[config.mk]
export PLATFORM = sky130hd
export DESIGN_NAME = reg_wb_arb
export DESIGN_NICKNAME = d
export VERILOG_FILES = /design/src/rtl/reg_wb_arb.sv
export SDC_FILE = /design/constraint.sdc
export NUM_CORES = 1
export LEC_CHECK = 0
export BUFFER_PORTS_ARGS = -buffer_cell sky130_fd_sc_hd__buf_2
export CORE_MARGIN = 2
export CORE_UTILIZATION = 54
export CTS_CLUSTER_SIZE = 28
export DETAILED_ROUTE_END_ITERATION = 7
export PLACE_DENSITY = 0.91
export SYNTH_ARGS = -nofsm -noshare
export SYNTH_HDL_FRONTEND = slang
export SYNTH_SLANG_ARGS = --single-unit
export TNS_END_PERCENT = 1
[constraint.sdc]
create_clock -name clk -period 2.5 [get_ports clk]
set_input_delay 0 -clock clk [delete_from_list [all_inputs] [get_ports clk]]
set_output_delay 0 -clock clk [all_outputs]
set_load 0.01 [all_outputs]
[src/rtl/reg_wb_arb.sv]
// reg_wb_arb: shares the register file write port between the ALU and
// load-return producers. One buffered result per producer, oldest-first
// grant with round-robin on same-edge ties, registered write port, and a
// per-register pending-write scoreboard for decode RAW stalls.
module reg_wb_arb #(
  parameter int DW   = 32,
  parameter int AW   = 4,
  parameter int NREG = 16
) (
  input  logic            clk,
  input  logic            reset,
  input  logic            alu_valid,
  output logic            alu_ready,
  input  logic [AW-1:0]   alu_addr,
  input  logic [DW-1:0]   alu_data,
  input  logic            mem_valid,
  output logic            mem_ready,
  input  logic [AW-1:0]   mem_addr,
  input  logic [DW-1:0]   mem_data,
  input  logic            claim_valid,
  input  logic [AW-1:0]   claim_addr,
  input  logic [AW-1:0]   q1_addr,
  input  logic [AW-1:0]   q2_addr,
  output logic            q1_busy,
  output logic            q2_busy,
  output logic            we,
  output logic [AW-1:0]   wa,
  output logic [DW-1:0]   wd,
  output logic            pc_wb,
  output logic [NREG-1:0] busy_mask
);

  localparam logic [AW-1:0] PC_REG = AW'(15);

  logic            alu_full_q, alu_full_d, mem_full_q, mem_full_d;
  logic [AW-1:0]   alu_addr_q, alu_addr_d, mem_addr_q, mem_addr_d;
  logic [DW-1:0]   alu_data_q, alu_data_d, mem_data_q, mem_data_d;
  logic [1:0]      alu_age_q, alu_age_d, mem_age_q, mem_age_d;
  logic [1:0]      age_cnt_q, age_cnt_d;
  logic            rr_alu_q, rr_alu_d;   // 1: ALU wins the next tie
  logic            we_q, we_d, pc_wb_q, pc_wb_d;
  logic [AW-1:0]   wa_q, wa_d;
  logic [DW-1:0]   wd_q, wd_d;
  logic [NREG-1:0] pending_q, pending_d;

  logic [1:0]      age_diff;
  logic            tie, alu_older, both_full;
  logic            alu_grant, mem_grant, any_grant;
  logic            alu_acc, mem_acc;
  logic [AW-1:0]   gnt_addr;
  logic [DW-1:0]   gnt_data;

  // Grant, handshake and next-state computation for buffers, output and scoreboard
  always_comb begin
    // At most two results are ever in flight, so stamps differ by at most one
    // step modulo 4; a forward distance of 1..2 means the ALU entry is older.
    age_diff  = mem_age_q - alu_age_q;
    tie       = (age_diff == 2'd0);
    alu_older = (age_diff == 2'd1) || (age_diff == 2'd2);
    both_full = alu_full_q & mem_full_q;

    alu_grant = alu_full_q & (!mem_full_q | (tie ? rr_alu_q : alu_older));
    mem_grant = mem_full_q & !alu_grant;
    any_grant = alu_grant | mem_grant;
    gnt_addr  = alu_grant ? alu_addr_q : mem_addr_q;
    gnt_data  = alu_grant ? alu_data_q : mem_data_q;

    alu_ready = reset & (!alu_full_q | alu_grant);
    mem_ready = reset & (!mem_full_q | mem_grant);
    alu_acc   = alu_valid & alu_ready;
    mem_acc   = mem_valid & mem_ready;

    alu_full_d = alu_acc | (alu_full_q & !alu_grant);
    alu_addr_d = alu_acc ? alu_addr  : alu_addr_q;
    alu_data_d = alu_acc ? alu_data  : alu_data_q;
    alu_age_d  = alu_acc ? age_cnt_q : alu_age_q;
    mem_full_d = mem_acc | (mem_full_q & !mem_grant);
    mem_addr_d = mem_acc ? mem_addr  : mem_addr_q;
    mem_data_d = mem_acc ? mem_data  : mem_data_q;
    mem_age_d  = mem_acc ? age_cnt_q : mem_age_q;

    // Same-edge acceptances share one stamp, which is what marks a tie.
    age_cnt_d = age_cnt_q + 2'(alu_acc | mem_acc);
    rr_alu_d  = rr_alu_q ^ (both_full & tie);

    we_d    = any_grant;
    wa_d    = any_grant ? gnt_addr : wa_q;
    wd_d    = any_grant ? gnt_data : wd_q;
    pc_wb_d = any_grant & (gnt_addr == PC_REG);

    // Clear on the commit edge first so a same-edge claim re-sets the bit.
    pending_d = pending_q;
    if (we_q)        pending_d[wa_q]       = 1'b0;
    if (claim_valid) pending_d[claim_addr] = 1'b1;
  end

  // All architectural state; reset discards buffered and in-flight writes
  always_ff @(posedge clk or negedge reset) begin
    if (!reset) begin
      alu_full_q <= 1'b0;
      alu_addr_q <= '0;
      alu_data_q <= '0;
      alu_age_q  <= '0;
      mem_full_q <= 1'b0;
      mem_addr_q <= '0;
      mem_data_q <= '0;
      mem_age_q  <= '0;
      age_cnt_q  <= '0;
      rr_alu_q   <= 1'b0;
      we_q       <= 1'b0;
      wa_q       <= '0;
      wd_q       <= '0;
      pc_wb_q    <= 1'b0;
      pending_q  <= '0;
    end else begin
      alu_full_q <= alu_full_d;
      alu_addr_q <= alu_addr_d;
      alu_data_q <= alu_data_d;
      alu_age_q  <= alu_age_d;
      mem_full_q <= mem_full_d;
      mem_addr_q <= mem_addr_d;
      mem_data_q <= mem_data_d;
      mem_age_q  <= mem_age_d;
      age_cnt_q  <= age_cnt_d;
      rr_alu_q   <= rr_alu_d;
      we_q       <= we_d;
      wa_q       <= wa_d;
      wd_q       <= wd_d;
      pc_wb_q    <= pc_wb_d;
      pending_q  <= pending_d;
    end
  end

  assign we        = we_q;
  assign wa        = wa_q;
  assign wd        = wd_q;
  assign pc_wb     = pc_wb_q;
  assign busy_mask = pending_q;
  assign q1_busy   = pending_q[q1_addr];
  assign q2_busy   = pending_q[q2_addr];

endmodule
==> reports/metrics.yaml <==
io_buffers: 146
outcome: "finished, violations left"
grt_pass1_wl_microns: 24700
whs_endpoint: "mem_data_q[10]"
tightest_slew_ps: 945
gr-total-overflow: 0
place_area_sq_um: 6960
drtIter0Drc: 238
min_from: "mem_data[10]"
drive_gt1_share_pct: 54.5
vias: 4508
layout_common_cells: "buf_2, dfrtp_1, mux2_2, dlygate4sd3_1, mux2_4"
clk_pin_slew_ps: 70
worst_r2r_path_depth: 9
power_density_nw_per_um2: 1200
finalPower_mw: 10.5
final.setup.worst_slack_ps: -102
ff2ff_setup_slack_ps: -100
drt_wl_total_microns: 17300
clock-sinks: 135
clock-root-buffer: "clkbuf_8"
die_w_microns: 110
wl_per_cell_microns: 21.6
gr-usage-all-layers_pct: 27.9
clock_latency_ps: 540
slew-limit-headroom_pct: 37.0
placed_cells: 678
rows: 38
die_y_microns: 110
maxCapViolCount: 0
p_leak_nw: 3.95
r2r_start: "alu_age_q[0]"
endpoint_kind: "flip-flop"
clock_path_buffers: 2
setup.worst_path.start: "alu_age_q[0]"
nNetsFinal: 738
syn_nets: 491
final_util_pct: 79.8
path_max_fanout: 6
cts_buffers: 17
drc: 0
min_period_ps: 2600
synth_edf_count: 0
io_pins: 147
min_path_cells: 3
ys_seq_area_share_pct: 55.8
stdcell_count: 799
viasPerCell: 5.64
mostFrequentLayoutCell: "buf_2"
dr.pass1.iters: 5
syn-instance-count: 399
clock_skew_ps: 11.1
hold_viol_final: 0
grt_max_degree: 79
fp.dieArea_sq_um: 12100
gp_congestion: 0.878
r2r_end: "mem_data_q[20]"
syn_to_final_growth_pct: 43.4
syn-cell-area_sq_um: 6060
hpwl_microns: 9300
ant_nets: 0
critPathKind: "reg -> reg"
h-tree-depth: 4
grt_pass1_vias: 4878
ys_types: 36
start_util_pct: 55.7
final.setup.tns_ps: -2560
core_area_sq_um: 10900
antenna_found_initial: 0
setup_viol: 34
whs_ps: 219
synth_top_area_share_pct: 55.8
yosysWarningCount: 0
synth_seq_cells: 135
violations: "negative setup slack"
worstPathRequired_ps: 2920
synth_area_leaders: "dfrtp_1, mux2_2, mux2_4, mux4_2, o21ai_0"
synth_top_area_cell: "dfrtp_1"
hp-class: "in -> reg"
drv_slew: 0
syn_avg_cell_area_sq_um: 15.2
ir_worst_vdd_v: 0.000792
fmax_mhz: 384
fin_area_sq_um: 8690
place_ws_ps: -17.2
synthFlopType: "dfrtp_1"
fin_crit_sh_pct: 104
arrival_ps: 3030
async_reset_ff_share_pct: 100
cts_tree: "done"
n_antenna_cell: 0
critPathLaunchType: "flip-flop"
rsz0062_at_grt: "yes"
[registers in the layout, summed over array words and instances, names as in the netlist, 4 cells and up]
name and flops:
alu_data_q 32, mem_data_q 32, wd 32, busy_mask 16
alu_addr_q 4, mem_addr_q 4, wa 4
[cells in the mapped netlist (2+ instances only)]
| cell | n |
|---|---|
| dfrtp_1 | 135 |
| mux2_2 | 123 |
| o21ai_0 | 31 |
| mux2_4 | 21 |
| nand3_1 | 9 |
| mux4_2 | 8 |
| mux2i_1 | 7 |
| inv_1 | 6 |
| nand2_1 | 6 |
| buf_6 | 5 |
| buf_8 | 4 |
| mux2_1 | 4 |
| nand2b_1 | 4 |
| ha_1 | 3 |
| or2_2 | 3 |
| buf_1 | 2 |
| buf_2 | 2 |
| buf_4 | 2 |
| clkbuf_1 | 2 |
| nand3b_1 | 2 |
| nand4_1 | 2 |
| o31ai_1 | 2 |
| xnor2_1 | 2 |
| xor2_1 | 2 |
[routing by layer]
layer | up-vias | track usage (%) | part of all wire [%]
met4 | 0 | 13.3 | 3.2
met1 | 2255 | 30.8 | 37
met3 | 55 | 9.25 | 7.1
met5 | - | 0 | 0
li1 | 1952 | - | -
met2 | 246 | 48.4 | 52
[what timing repair did]
item                                    4_1_cts  5_1_grt
buffers inserted                              1        1
hold endpoints to repair                    226        0
endpoints found under the setup margin       27      111
pin swaps                                     1        4
hold buffers                                 84        0
resized for setup                             4       38
gates cloned                                  0        3
[worst max path at each step]
stage / end / slack (ps) / cells after the start
5_1_grt: mem_data_q[31] / -140 / 10
4_1_cts: mem_data_q[15] / -20 / 9
6_report: mem_data_q[20] / -100 / 9
2_1_floorplan: mem_data_q[12] / 150 / 9
3_3_place_gp: mem_age_q[0] / 110 / 9
3_5_place_dp: mem_data_q[7] / -20 / 9
[kinds of logic (layout without fill, tap and decap cells)]
family / after synthesis / in the layout / share of synthesized area (%)
AOI/OAI and AO/OA: 40 / 40 / 4.17
xor gates and xnor gates: 4 / 4 / 0.578
buffers and inverters: 23 / 283 / 2.95
DFF: 135 / 135 / 55.8
and+or+nand+nor: 30 / 30 / 2.77
muxes: 164 / 164 / 33.2
adders and majority gates: 3 / 3 / 0.620
[power by group]
| part | leakage [nW] | internal, mW | switching, mW | total [mW] |
|---|---|---|---|---|
| Sequential | 1.57 | 3.03 | 0.733 | 3.77 |
| Clock | 0.302 | 1.71 | 0.965 | 2.67 |
| Combinational | 2.08 | 2.28 | 1.74 | 4.02 |
[critical path, cell delays in order, from the launching register on]
cell and delay, ps:
dfrtp_1 430, ha_4 190, xor2_2 150, xnor2_1 160, ha_2 330, mux2_4 320
a31oi_4 250, buf_12 170, clkbuf_16 160, mux2_4 310
[layout make-up]
| type | count | area, sq um |
|---|---|---|
| Tap cell | 140 | 175 |
| Fill cell | 547 | 2200 |
| Timing Repair Buffer | 245 | 1830 |
| Multi-Input combinational cell | 241 | 2650 |
| Sequential cell | 135 | 3380 |
| Clock buffer | 22 | 463 |
| Clock inverter | 10 | 166 |
| Inverter | 6 | 22.5 |
Power figures use the tool's default switching activity.
